--- src/rtl/load_unit.sv ---
// rtl/load_unit.sv - RV32I load unit: req/ack data-memory read, lane extraction, sign/zero extension
// Flags illegal funct3, misaligned addresses and memory timeouts as faulted completions.
module load_unit #(
    parameter int MAX_WAIT = 15
) (
    input  logic        clk,
    input  logic        rst,
    input  logic        start,
    input  logic [2:0]  funct3,
    input  logic [31:0] addr,
    output logic        busy,
    output logic        done,
    output logic        fault,
    output logic [31:0] rdata,
    output logic        mem_req,
    output logic [31:0] mem_addr,
    input  logic        mem_ack,
    input  logic [31:0] mem_rdata
);

    localparam logic [1:0] S_IDLE = 2'd0;
    localparam logic [1:0] S_REQ  = 2'd1;
    localparam logic [1:0] S_DONE = 2'd2;
    localparam logic [1:0] S_ERR  = 2'd3;

    localparam logic [7:0] MAX_W = 8'(MAX_WAIT);

    localparam logic [2:0] F_LB  = 3'b000;
    localparam logic [2:0] F_LH  = 3'b001;
    localparam logic [2:0] F_LW  = 3'b010;
    localparam logic [2:0] F_LBU = 3'b100;
    localparam logic [2:0] F_LHU = 3'b101;

    logic [1:0]  state_q, state_d;
    logic [2:0]  funct3_q, funct3_d;
    logic [1:0]  off_q, off_d;
    logic [31:0] mem_addr_q, mem_addr_d;
    logic [31:0] rdata_q, rdata_d;
    logic [7:0]  wait_cnt_q, wait_cnt_d;

    logic        req_legal;
    logic        req_misaligned;
    logic [31:0] lane_shifted;
    logic [7:0]  byte_v;
    logic [15:0] half_v;
    logic [31:0] ext_v;

    always_comb begin
        req_legal = (funct3 == F_LB) || (funct3 == F_LH) || (funct3 == F_LW) ||
                    (funct3 == F_LBU) || (funct3 == F_LHU);
        req_misaligned = 1'b0;
        if ((funct3 == F_LH) || (funct3 == F_LHU)) begin
            req_misaligned = addr[0];
        end else if (funct3 == F_LW) begin
            req_misaligned = (addr[1:0] != 2'b00);
        end
    end

    // Lane selection uses the latched offset/type; mem_rdata only matters on the ack cycle.
    always_comb begin
        lane_shifted = mem_rdata >> {off_q, 3'b000};
        byte_v       = lane_shifted[7:0];
        half_v       = off_q[1] ? mem_rdata[31:16] : mem_rdata[15:0];
        case (funct3_q)
            F_LB:    ext_v = {{24{byte_v[7]}}, byte_v};
            F_LH:    ext_v = {{16{half_v[15]}}, half_v};
            F_LBU:   ext_v = {24'd0, byte_v};
            F_LHU:   ext_v = {16'd0, half_v};
            default: ext_v = mem_rdata;
        endcase
    end

    always_comb begin
        state_d    = state_q;
        funct3_d   = funct3_q;
        off_d      = off_q;
        mem_addr_d = mem_addr_q;
        rdata_d    = rdata_q;
        wait_cnt_d = wait_cnt_q;
        case (state_q)
            S_IDLE: begin
                if (start) begin
                    funct3_d = funct3;
                    off_d    = addr[1:0];
                    if (!req_legal || req_misaligned) begin
                        state_d = S_ERR;
                    end else begin
                        mem_addr_d = {addr[31:2], 2'b00};
                        wait_cnt_d = 8'd1;
                        state_d    = S_REQ;
                    end
                end
            end
            S_REQ: begin
                if (mem_ack) begin
                    rdata_d = ext_v;
                    state_d = S_DONE;
                end else if (wait_cnt_q == MAX_W) begin
                    state_d = S_ERR;
                end else begin
                    wait_cnt_d = wait_cnt_q + 8'd1;
                end
            end
            default: state_d = S_IDLE;
        endcase
    end

    always_ff @(posedge clk) begin
        if (rst) begin
            state_q    <= S_IDLE;
            funct3_q   <= 3'b000;
            off_q      <= 2'b00;
            mem_addr_q <= 32'd0;
            rdata_q    <= 32'd0;
            wait_cnt_q <= 8'd0;
        end else begin
            state_q    <= state_d;
            funct3_q   <= funct3_d;
            off_q      <= off_d;
            mem_addr_q <= mem_addr_d;
            rdata_q    <= rdata_d;
            wait_cnt_q <= wait_cnt_d;
        end
    end

    assign busy     = (state_q != S_IDLE);
    assign done     = (state_q == S_DONE) || (state_q == S_ERR);
    assign fault    = (state_q == S_ERR);
    assign mem_req  = (state_q == S_REQ);
    assign mem_addr = mem_addr_q;
    assign rdata    = rdata_q;

endmodule

--- config.mk ---
export PLATFORM = sky130hd
export DESIGN_NAME = load_unit
export DESIGN_NICKNAME = d
export VERILOG_FILES = /design/src/rtl/load_unit.sv
export SDC_FILE = /design/constraint.sdc
export NUM_CORES = 1
export LEC_CHECK = 0
export BUFFER_PORTS_ARGS = -buffer_cell sky130_fd_sc_hd__buf_2
export CAP_MARGIN = 20
export CORE_UTILIZATION = 50
export CTS_BUF_LIST = sky130_fd_sc_hd__clkbuf_4
export DETAILED_ROUTE_END_ITERATION = 8
export PLACE_DENSITY = 0.87
export RECOVER_POWER = 50
export SYNTH_ARGS = -nofsm -noshare
export SYNTH_HDL_FRONTEND = slang
export SYNTH_SLANG_ARGS = --single-unit
--- constraint.sdc ---
create_clock -name clk -period 2.1 [get_ports clk]
set_input_delay 0.21 -clock clk [delete_from_list [all_inputs] [get_ports clk]]
set_output_delay 0.21 -clock clk [all_outputs]
set_load 0.02 [all_outputs]
==> flow_summary.yaml <==
timing:
  setup_viol: 0
  rsz0062_at_grt: "false"
  hold_violations: 0
  tightest_slew_ns: 0.583
  fin_skew_ns: 0.0210
  fmax_ghz: 0.546
  min_period_ns: 1.83
  finalSetupTns_ns: 0
  holdWs_ns: 0.0302
  period_share_pct: 87.3
  drv_slew: 0
  slew_headroom_pct: 61.1
yosys:
  synth_ff_type: "dfxtp_1"
  synthMostInstantiatedCell: "nand2_1"
  synth-edff-count: 0
  synth_cell_types: 43
  synth_top_area_cell: "dfxtp_1"
  synth_top_area_share_pct: 43.7
  synth_cells: 429
  syn_area_sq_um: 3530
  ys_seq_area_share_pct: 43.7
  synth_area_leaders: "dfxtp_1 44%, nand2_1 8.3%, a21oi_1 8.1%, a211oi_1 5.1%, nand3b_1 4.7%"
  synthTopCellsByCount: "78 x nand2_1, 77 x dfxtp_1, 57 x a21oi_1"
  ys_ff_latch: 77
  synthArstFlopShare_pct: 0
  ys_warn_count: 0
  syn_avg_cell_area_sq_um: 8.22
detailed_routing:
  final_antenna_net_count: 0
  vias: 3559
  drc: 0
  avgViaCountPerCell: 5.44
  wl_per_cell_microns: 13.9
  drt-total-wl_microns: 9100
  first_pass_iters: 4
  drt_iter0_markers: 261
final_layout:
  post-route-util_pct: 63.5
  fin_cells: 654
  fillers: 632
  drive_above_1_share_pct: 19.9
  diodes: 0
  area_growth_pct: 22.3
  final_area_sq_um: 4310
  nNetsFinal: 626
place:
  dp_hpwl_microns: 6660
  portBuffers: 136
  place_congestion: 0.894
  place_area_sq_um: 4270
  place_inst: 639
grt:
  grt-ovfl-total: 0
  grt_pass1_wl_microns: 14900
  grt_max_degree: 37
  grt_usage_pct: 24.8
  antenna_found_initial: 0
  grt_pass1_vias: 3390
critical_path:
  worst_setup_path_end_kind: "register"
  crit_path_start_kind: "register"
  cp.arrival_ns: 2.14
  worst_ep_required_time_ns: 2.41
  critPathMaxFanout: 15
  worstSetupPathType: "register to register"
clocking:
  cts-root-buf: "clkbuf_4"
  htree_levels: 3
  clkLatencyLatePin_ns: 0.40
  clkSinkCount: 77
  tritoncts: "done"
  cts-resized-gates: 0
  cts_setup_buffers: 0
  cts_buffer_depth: 2
  numCtsBuffers: 9
  clk_pin_slew_ns: 0.12
  hold_buffers: 0
floorplan:
  die-area_sq_um: 7390
  core_area_sq_um: 6790
  start_util_pct: 51.9
  die_y_microns: 86.0
  die_w_microns: 86.0
  rows: 30
  io_pins: 139
power:
  p_leak_uw: 0.00155
  powerDensity_nw_per_um2: 695
  vdd_drop_max_v: 0.000446
run_status:
  status: "finished, final reports clean"
hold_path:
  holdCritPathClass: "input pin to register"
job:
  maxCapViolations: 0
[logic make-up (layout without fill, tap and decap cells)]
family / after synthesis / count (layout) / share of synthesized area [%]
AOI/OAI and AO/OA: 115 / 115 / 21.1
adders and majority gates: 1 / 1 / 0.355
buffers and inverters: 37 / 165 / 4.72
DFF: 77 / 77 / 43.7
muxes: 11 / 11 / 3.12
other: 1 / 2 / 0.106
and+or+nand+nor: 187 / 187 / 26.9
[flip-flops by register name, indices dropped and copies added, names as in the netlist]
signal,cells
funct3_q,3
mem_addr,30
off_q,2
rdata,32
state_q,2
wait_cnt_q,8
[final cells by class]
| type | count | area (sq um) | area share, % |
|---|---|---|---|
| multi-input combinational | 316 | 1820 | 42.2 |
| sequential | 77 | 1540 | 35.7 |
| timing repair buffer | 147 | 691 | 16.0 |
| inverter | 3 | 11.3 | 0.261 |
| clock inverter | 5 | 52.6 | 1.22 |
| tap | 96 | 120 | 2.79 |
| clock buffer | 10 | 75.1 | 1.74 |
[path summary, 6_finish.rpt]
kind	start	endpoint	slack [ns]	cells past startpoint
min	addr[3]	mem_addr[3]	0.03	3
max	funct3_q[0]	rdata[2]	0.27	4
min reg2reg	mem_addr[14]	mem_addr[14]	0.46	2
max reg2reg	funct3_q[0]	rdata[2]	0.27	4
[placed cells by master (no fill, tap or decap), drive strengths merged, types with 8 or more instances in the layout]
master / instances
a211oi: 25
o21ai: 12
nand3: 12
or3: 13
buf: 81
a21oi: 57
clkbuf: 76
nor2: 27
or2: 8
mux2i: 11
a21o: 8
dfxtp: 77
nand2: 79
nand2b: 10
nand3b: 22
[routing by layer]
layer	routed length, microns	GRT usage [%]
met4	104	9.70
met2	4470	43.4
met3	749	5.49
met5	0	0
met1	3780	29.6
[stage by stage]
stage | setup slack [ns] | total power [uW]
CTS | 0.278 | 3030
floorplan | 0.378 | 1990
global route | 0.138 | 3150
global placement | 0.371 | 2180
detailed placement | 0.285 | 2200
finish | 0.268 | 3000
[where the power goes]
| group | internal [uW] | total, uW | switching, uW |
|---|---|---|---|
| Combinational | 209 | 568 | 358 |
| Sequential | 1530 | 1590 | 53.6 |
| Clock | 363 | 844 | 481 |
| Total | 2110 | 3000 | 893 |
[critical path: stages, from the launching register on]
cell and delay, ns:
dfxtp_1 0.48, nand2b_1 0.35, a21oi_1 0.55, a21oi_1 0.15
o31ai_1 0.23
Note: power is estimated with default switching activity, not from simulation.
